`config.mk`:
```
export PLATFORM = sky130hd
export DESIGN_NAME = led_display_scan_ctrl
export DESIGN_NICKNAME = d
export VERILOG_FILES = /design/src/rtl/led_display_package.sv /design/src/rtl/led_display_oe_timer.sv /design/src/rtl/led_display_scan_ctrl.sv
export SDC_FILE = /design/constraint.sdc
export NUM_CORES = 1
export LEC_CHECK = 0
export ABC_CLOCK_PERIOD_IN_PS = 2200
export CORE_AREA = 2 2 304 306
export DETAILED_ROUTE_END_ITERATION = 8
export DIE_AREA = 0 0 306 308
export SYNTH_ARGS = -nofsm -noshare
export SYNTH_HDL_FRONTEND = slang
export SYNTH_SLANG_ARGS = --single-unit
```
`constraint.sdc`:
```
create_clock -name clk_in -period 2.2 [get_ports clk_in]
set_input_delay 0.55 -clock clk_in [delete_from_list [all_inputs] [get_ports clk_in]]
set_output_delay 0.55 -clock clk_in [all_outputs]
set_load 0.01 [all_outputs]
```
`src/rtl/led_display_package.sv`:
```
// Shared types and constants for the LED panel scan controller.
// Holds the scan state enum, row address width and pixel column type.
package led_display_package;

  localparam int ROW_AW     = 4;
  localparam int SHIFT_HOLD = 3;

  typedef logic [2:0] pxl_col_t;

  typedef enum logic [2:0] {
    ST_IDLE,
    ST_FETCH,
    ST_SHIFT,
    ST_BLANK,
    ST_LATCH,
    ST_DISPLAY
  } scan_state_t;

  function automatic int max3(input int a, input int b, input int c);
    int m;
    m = (a > b) ? a : b;
    return (m > c) ? m : c;
  endfunction

endpackage

```
`src/rtl/led_display_oe_timer.sv`:
```
// DISPLAY period counter producing the on-time window and end-of-row flag.
// LED_SCAN_BRIGHTNESS_EN scales the on window by brightness_in/256.
module led_display_oe_timer
  import led_display_package::*;
#(
  parameter int ON_TIME_CYCLES = 1000
) (
  input  logic       clk_in,
  input  logic       reset_in,
  input  logic       start_in,
`ifdef LED_SCAN_BRIGHTNESS_EN
  input  logic [7:0] brightness_in,
`endif
  output logic       done_out,
  output logic       oe_n_out
);

  localparam int CW = (ON_TIME_CYCLES > 1) ? $clog2(ON_TIME_CYCLES + 1) : 1;

  logic          r_active;
  logic [CW-1:0] r_cnt;
  logic [CW-1:0] r_on;
  logic [CW-1:0] w_on;

`ifdef LED_SCAN_BRIGHTNESS_EN
  logic [39:0] w_prod;
  assign w_prod = 40'(ON_TIME_CYCLES) * 40'(brightness_in);
  assign w_on   = CW'(w_prod >> 8);
`else
  assign w_on = CW'(ON_TIME_CYCLES);
`endif

  assign done_out = r_active && (r_cnt == CW'(ON_TIME_CYCLES - 1));
  assign oe_n_out = !(r_active && (r_cnt < r_on));

  always_ff @(posedge clk_in) begin
    if (reset_in) begin
      r_active <= 1'b0;
      r_cnt    <= '0;
      r_on     <= '0;
    end else if (start_in) begin
      r_active <= 1'b1;
      r_cnt    <= '0;
      r_on     <= w_on;
    end else if (r_active) begin
      if (done_out) r_active <= 1'b0;
      else          r_cnt    <= r_cnt + CW'(1);
    end
  end

endmodule

```
`src/rtl/led_display_scan_ctrl.sv`:
```
// HUB75-style row-pair scan sequencer: fetch, shift, blank, latch, display.
// Optional LED_SCAN_BRIGHTNESS_EN adds brightness_in PWM of the on window.
module led_display_scan_ctrl
  import led_display_package::*;
#(
  parameter int NUM_COLS       = 64,
  parameter int NUM_ROWS       = 32,
  parameter int ON_TIME_CYCLES = 1000,
  parameter int BLANK_CYCLES   = 4,
  parameter int LATCH_CYCLES   = 2
) (
  input  logic                    clk_in,
  input  logic                    reset_in,
  input  logic                    enable_in,
`ifdef LED_SCAN_BRIGHTNESS_EN
  input  logic [7:0]              brightness_in,
`endif
  output logic                    row_req_out,
  output logic [ROW_AW-1:0]       row_addr_out,
  input  logic                    row_valid_in,
  input  pxl_col_t [NUM_COLS-1:0] col_top_in,
  input  pxl_col_t [NUM_COLS-1:0] col_bot_in,
  output logic                    phy_enable_out,
  input  logic                    phy_ready_in,
  output pxl_col_t [NUM_COLS-1:0] phy_col_top_out,
  output pxl_col_t [NUM_COLS-1:0] phy_col_bot_out,
  output logic [ROW_AW-1:0]       addr_out,
  output logic                    le_out,
  output logic                    oe_n_out,
  output logic                    frame_done_out,
  output logic                    busy_out
);

  localparam int LAST_ROW = NUM_ROWS / 2 - 1;
  localparam int CNT_MAX  = max3(BLANK_CYCLES, LATCH_CYCLES, SHIFT_HOLD);
  localparam int CW       = $clog2(CNT_MAX + 1);

  scan_state_t             r_state;
  scan_state_t             w_state_nxt;
  logic [ROW_AW-1:0]       r_row;
  logic [ROW_AW-1:0]       w_row_nxt;
  logic [CW-1:0]           r_cnt;
  logic [ROW_AW-1:0]       r_addr;
  pxl_col_t [NUM_COLS-1:0] r_top;
  pxl_col_t [NUM_COLS-1:0] r_bot;
  logic                    r_frame_done;

  logic w_cnt_clr;
  logic w_capture;
  logic w_addr_load;
  logic w_disp_start;
  logic w_disp_done;
  logic w_fd_nxt;
  logic w_oe_n;

  led_display_oe_timer #(
    .ON_TIME_CYCLES(ON_TIME_CYCLES)
  ) u_oe_timer (
    .clk_in       (clk_in),
    .reset_in     (reset_in),
    .start_in     (w_disp_start),
`ifdef LED_SCAN_BRIGHTNESS_EN
    .brightness_in(brightness_in),
`endif
    .done_out     (w_disp_done),
    .oe_n_out     (w_oe_n)
  );

  always_comb begin
    w_state_nxt  = r_state;
    w_row_nxt    = r_row;
    w_cnt_clr    = 1'b0;
    w_capture    = 1'b0;
    w_addr_load  = 1'b0;
    w_disp_start = 1'b0;
    w_fd_nxt     = 1'b0;
    unique case (r_state)
      ST_IDLE: begin
        if (enable_in) begin
          w_state_nxt = ST_FETCH;
          w_row_nxt   = '0;
          w_cnt_clr   = 1'b1;
        end
      end
      ST_FETCH: begin
        if (row_valid_in) begin
          w_capture   = 1'b1;
          w_state_nxt = ST_SHIFT;
          w_cnt_clr   = 1'b1;
        end
      end
      ST_SHIFT: begin
        // Ready is only trusted once the PHY has seen the enable.
        if (r_cnt >= CW'(SHIFT_HOLD) && phy_ready_in) begin
          w_state_nxt = ST_BLANK;
          w_cnt_clr   = 1'b1;
        end
      end
      ST_BLANK: begin
        if (r_cnt == CW'(BLANK_CYCLES - 1)) begin
          w_state_nxt = ST_LATCH;
          w_cnt_clr   = 1'b1;
          w_addr_load = 1'b1;
        end
      end
      ST_LATCH: begin
        if (r_cnt == CW'(LATCH_CYCLES - 1)) begin
          w_state_nxt  = ST_DISPLAY;
          w_cnt_clr    = 1'b1;
          w_disp_start = 1'b1;
        end
      end
      ST_DISPLAY: begin
        if (w_disp_done) begin
          w_cnt_clr = 1'b1;
          if (r_row == ROW_AW'(LAST_ROW)) begin
            w_fd_nxt    = 1'b1;
            w_row_nxt   = '0;
            w_state_nxt = enable_in ? ST_FETCH : ST_IDLE;
          end else if (!enable_in) begin
            w_row_nxt   = '0;
            w_state_nxt = ST_IDLE;
          end else begin
            w_row_nxt   = r_row + ROW_AW'(1);
            w_state_nxt = ST_FETCH;
          end
        end
      end
      default: w_state_nxt = ST_IDLE;
    endcase
  end

  always_ff @(posedge clk_in) begin
    if (reset_in) begin
      r_state      <= ST_IDLE;
      r_row        <= '0;
      r_cnt        <= '0;
      r_addr       <= '0;
      r_top        <= '0;
      r_bot        <= '0;
      r_frame_done <= 1'b0;
    end else begin
      r_state      <= w_state_nxt;
      r_row        <= w_row_nxt;
      r_frame_done <= w_fd_nxt;
      if (w_cnt_clr)                 r_cnt <= '0;
      else if (r_cnt < CW'(CNT_MAX)) r_cnt <= r_cnt + CW'(1);
      if (w_addr_load) r_addr <= r_row;
      if (w_capture) begin
        r_top <= col_top_in;
        r_bot <= col_bot_in;
      end
    end
  end

  assign row_req_out     = (r_state == ST_FETCH);
  assign row_addr_out    = r_row;
  assign phy_enable_out  = (r_state == ST_SHIFT) && (r_cnt == '0);
  assign phy_col_top_out = r_top;
  assign phy_col_bot_out = r_bot;
  assign addr_out        = r_addr;
  assign le_out          = (r_state == ST_LATCH);
  assign oe_n_out        = w_oe_n || (r_state != ST_DISPLAY);
  assign frame_done_out  = r_frame_done;
  assign busy_out        = (r_state != ST_IDLE);

endmodule

```
==> metrics.txt <==
# TYPE chip_impl_metric gauge
chip_impl_metric{name="asr_flop_ratio_synth",unit="%"} 0
chip_impl_metric{name="met2_wirelength",unit="mm"} 28.1
chip_impl_info{name="yosys-top-cells-area",value="sky130_fd_sc_hd__dfxtp_1, sky130_fd_sc_hd__nand2_1, sky130_fd_sc_hd__a21oi_1"} 1
chip_impl_metric{name="drt_iter0_markers",unit=""} 976
chip_impl_metric{name="fp.dieW",unit="µm"} 306
chip_impl_metric{name="tightest_slew",unit="ns"} 0.521
chip_impl_metric{name="detailroute.wirelength.met3",unit="mm"} 5.31
chip_impl_metric{name="ffs_latches_synth",unit=""} 411
chip_impl_metric{name="period_needed",unit="ns"} 2.30
chip_impl_metric{name="globalRouteTotalUtil",unit="%"} 12.1
chip_impl_metric{name="number_of_global_route_vias_before_repair",unit=""} 14600
chip_impl_metric{name="yosysWarningCount",unit=""} 0
chip_impl_metric{name="cell_count_after_synthesis",unit=""} 1843
chip_impl_metric{name="timing.final.crit_share",unit="%"} 105
chip_impl_metric{name="layoutNonFillerInstCount",unit=""} 3848
chip_impl_metric{name="place.detailed.instances",unit=""} 3759
chip_impl_metric{name="gr_overflow_total",unit=""} 0
chip_impl_metric{name="fin_area",unit="mm²"} 0.0258
chip_impl_metric{name="drive_gt1_share",unit="%"} 7.07
chip_impl_metric{name="setup_viol",unit=""} 1
chip_impl_metric{name="die_y",unit="µm"} 308
chip_impl_info{name="synthFlopType",value="sky130_fd_sc_hd__dfxtp_1"} 1
chip_impl_metric{name="clk_transition_reported_paths",unit="ns"} 0.06
chip_impl_metric{name="core",unit="mm²"} 0.0910
chip_impl_metric{name="worst_slack",unit="ns"} -0.102
chip_impl_metric{name="detail_route.wirelength",unit="mm"} 60.3
chip_impl_metric{name="routabilityCongestion",unit=""} 0.821
chip_impl_metric{name="mappedNetlistNets",unit=""} 2243
chip_impl_metric{name="normalized_max_slew_margin",unit="%"} 65.3
chip_impl_info{name="clock_tree_from_tritoncts",value="done"} 1
chip_impl_metric{name="synth_top_area_share",unit="%"} 56.8
chip_impl_metric{name="leakagePower",unit="nW"} 8.84
chip_impl_metric{name="fp.dieArea",unit="mm²"} 0.0942
chip_impl_info{name="violations",value="setup timing"} 1
chip_impl_info{name="critPathLaunch",value="u_oe_timer.r_on[3]"} 1
chip_impl_metric{name="place_worst_setup_slack",unit="ns"} -0.213
chip_impl_metric{name="grt_first_pass_wirelength",unit="mm"} 88.5
chip_impl_metric{name="final_core_util",unit="%"} 28.4
chip_impl_metric{name="clock_skew",unit="ns"} 0.0172
chip_impl_metric{name="cts_buffer_depth",unit=""} 3
chip_impl_metric{name="num_io_pins",unit=""} 787
chip_impl_metric{name="half_perimeter_wire_length_after_placement",unit="mm"} 44.8
chip_impl_metric{name="effective_utilization_at_floorplan",unit="%"} 15.9
chip_impl_metric{name="synthDistinctLibCells",unit=""} 40
chip_impl_metric{name="critical_path.max_fanout",unit=""} 5
chip_impl_info{name="yosys.cell_count.top_type",value="sky130_fd_sc_hd__nand2_1"} 1
chip_impl_metric{name="post_layout_nets",unit=""} 3026
chip_impl_metric{name="count_of_flip_flops_with_a_built_in_enable_after_synthesis",unit=""} 0
chip_impl_info{name="clock-root-buffer",value="sky130_fd_sc_hd__clkbuf_16"} 1
chip_impl_metric{name="slew_violations",unit=""} 0
chip_impl_metric{name="vias",unit=""} 15100
chip_impl_info{name="top_layer_used",value="met5"} 1
chip_impl_metric{name="flow.area_growth_from_synthesis",unit="%"} 78.2
chip_impl_info{name="status",value="finished with violations"} 1
chip_impl_metric{name="htree_levels",unit=""} 2
chip_impl_info{name="synth.top_cells.by_count",value="sky130_fd_sc_hd__nand2_1, sky130_fd_sc_hd__dfxtp_1, sky130_fd_sc_hd__a21oi_1"} 1
chip_impl_metric{name="1st_pass_router_iterations",unit=""} 5
chip_impl_metric{name="post_synth_instance_area",unit="mm²"} 0.0145
chip_impl_metric{name="placed_cell_area",unit="mm²"} 0.0241
chip_impl_metric{name="cts-hold-fix-buffers",unit=""} 0
chip_impl_metric{name="synth_area_per_cell",unit="µm²"} 7.86
chip_impl_info{name="most_area_hungry_cell_type_in_the_yosys_netlist",value="sky130_fd_sc_hd__dfxtp_1"} 1
chip_impl_metric{name="port_buffers",unit=""} 786
chip_impl_info{name="hold_path.class",value="in -> reg"} 1
chip_impl_info{name="setup_repair_after_global_routing_missed_its_margin",value="yes"} 1
chip_impl_metric{name="cts_made_buffers",unit=""} 48
chip_impl_metric{name="seq_area_frac_synth",unit="%"} 56.8
chip_impl_metric{name="worstSkewPairLatency",unit="ns"} 0.59
chip_impl_metric{name="required_time_at_the_endpoint_of_the_critical_path",unit="ns"} 1.65
chip_impl_metric{name="viasPerCell",unit=""} 3.93
chip_impl_metric{name="n_fill_cell",unit=""} 9694
chip_impl_metric{name="worstPathArrival",unit="ns"} 1.75
chip_impl_metric{name="tritoncts_num_sinks",unit=""} 411
chip_impl_metric{name="grt_antenna_before_repair",unit=""} 6
chip_impl_metric{name="drc",unit=""} 0
chip_impl_metric{name="grt_max_degree",unit=""} 68
chip_impl_info{name="worst_r2r_startpoint",value="u_oe_timer.r_cnt[0]"} 1
chip_impl_info{name="startpoint_type",value="flip-flop"} 1
chip_impl_metric{name="drtAntennaViolNets",unit=""} 0
chip_impl_info{name="end_kind",value="output port"} 1
chip_impl_info{name="critical_path_class",value="reg -> out"} 1
chip_impl_metric{name="fmaxAchievable",unit="MHz"} 434
chip_impl_metric{name="power.density",unit="mW/mm²"} 891
chip_impl_metric{name="std_cell_rows",unit=""} 111
chip_impl_metric{name="count_of_maximum_capacitance_violations",unit=""} 0
chip_impl_metric{name="routedLengthMet1",unit="mm"} 24.8
chip_impl_info{name="worstHoldStart",value="reset_in"} 1
chip_impl_metric{name="worst_ir_drop_vdd",unit="µV"} 549
chip_impl_metric{name="finalHoldViolCount",unit=""} 0
chip_impl_metric{name="routed_wire_length_per_instance",unit="µm"} 15.7
[per-stage QoR]
stage,hold slack [ns],TNS [ns],power [mW]
2_1_floorplan,0.481,0,11.4
3_3_place_gp,0.440,-24.47,15.2
3_5_place_dp,0.446,-39.64,15.2
4_1_cts,0.332,-0.200,23.4
5_1_grt,0.383,-0.211,24.3
6_report,0.390,-0.102,23.0
[cell families (layout without fill, tap and decap cells)]
family                   count (synthesis)  in the layout  synth area share (%)
AO/OA/AOI/OAI                          416            416                  14.6
XOR/XNOR                                 9              9                 0.544
adder cells (fa/ha/maj)                 11             11                 0.950
buffers and inverters                  144            961                  3.87
flip-flops                             411            411                  56.8
multiplexers                             6              6                 0.414
other                                    0              2                     0
AND/OR/NAND/NOR                        846            846                  22.9
[area by class of cell]
type | count | area (µm²) | share of cell area (%)
Antenna cell | 2 | 5.00 | 0.0194
Clock inverter | 12 | 124 | 0.480
Multi-Input combinational cell | 1288 | 5780 | 22.4
Clock buffer | 72 | 1430 | 5.55
Inverter | 9 | 36.3 | 0.140
Timing Repair Buffer | 868 | 8720 | 33.7
Tap cell | 1186 | 1480 | 5.75
Sequential cell | 411 | 8250 | 31.9
[cell usage in the layout (no fill, tap or decap), drive strengths merged, types with 5 or more instances in the layout]
| master | instances |
|---|---|
| clkdlybuf4s50 | 773 |
| xnor2 | 5 |
| nand3 | 6 |
| nor2 | 22 |
| dfxtp | 411 |
| nand2b | 5 |
| mux2i | 6 |
| a21oi | 400 |
| clkbuf | 72 |
| nand2 | 781 |
| clkinv | 9 |
| inv | 9 |
| dlygate4sd2 | 6 |
| ha | 11 |
| buf | 86 |
| nor2b | 5 |
| o21ai | 7 |
[registers in the layout (all words and copies together), names as in the netlist]
name	count
phy_col_bot_out	192
phy_col_top_out	192
u_oe_timer.r_cnt	10
addr_out	4
row_addr_out	4
r_cnt	3
r_state	3
frame_done_out	1
u_oe_timer.r_active	1
u_oe_timer.r_on	1
[path summary, 6_finish.rpt]
check,slack (ns),cells after the start,to
hold / removal,0.39,2,addr_out[2]
setup / recovery,-0.10,7,oe_n_out
hold reg to reg,0.45,2,phy_col_bot_out[171]
setup reg to reg,0.15,7,row_addr_out[1]
[report_power, final]
group / internal [mW] / switching (mW)
Clock: 4.71 / 3.25
Combinational: 3.15 / 3.15
Sequential: 8.30 / 0.454
[what timing repair did]
item / 4_1_cts / 5_1_grt
setup buffers: 2 / 2
endpoints found under the setup margin: 13 / 8
resized for setup: 56 / 7
endpoints found under the hold margin: 0 / 0
pin swaps: 6 / 4
[worst max-delay path: stages (launching register included)]
cell and delay, ns:
sky130_fd_sc_hd__dfxtp_2 0.34, sky130_fd_sc_hd__inv_4 0.05, sky130_fd_sc_hd__buf_6 0.11, sky130_fd_sc_hd__ha_2 0.16, sky130_fd_sc_hd__nand4b_1 0.17, sky130_fd_sc_hd__a21oi_2 0.11, sky130_fd_sc_hd__o21ai_1 0.07, sky130_fd_sc_hd__buf_4 0.15
[per-layer routing]
metal / track usage [%] / vias up
met4: 4.90 / 6
li1: - / 7513
met3: 3.96 / 108
met5: 0 / -
met1: 14.6 / 6889
met2: 19.8 / 614
No activity file was read; power rests on OpenSTA's default activity.
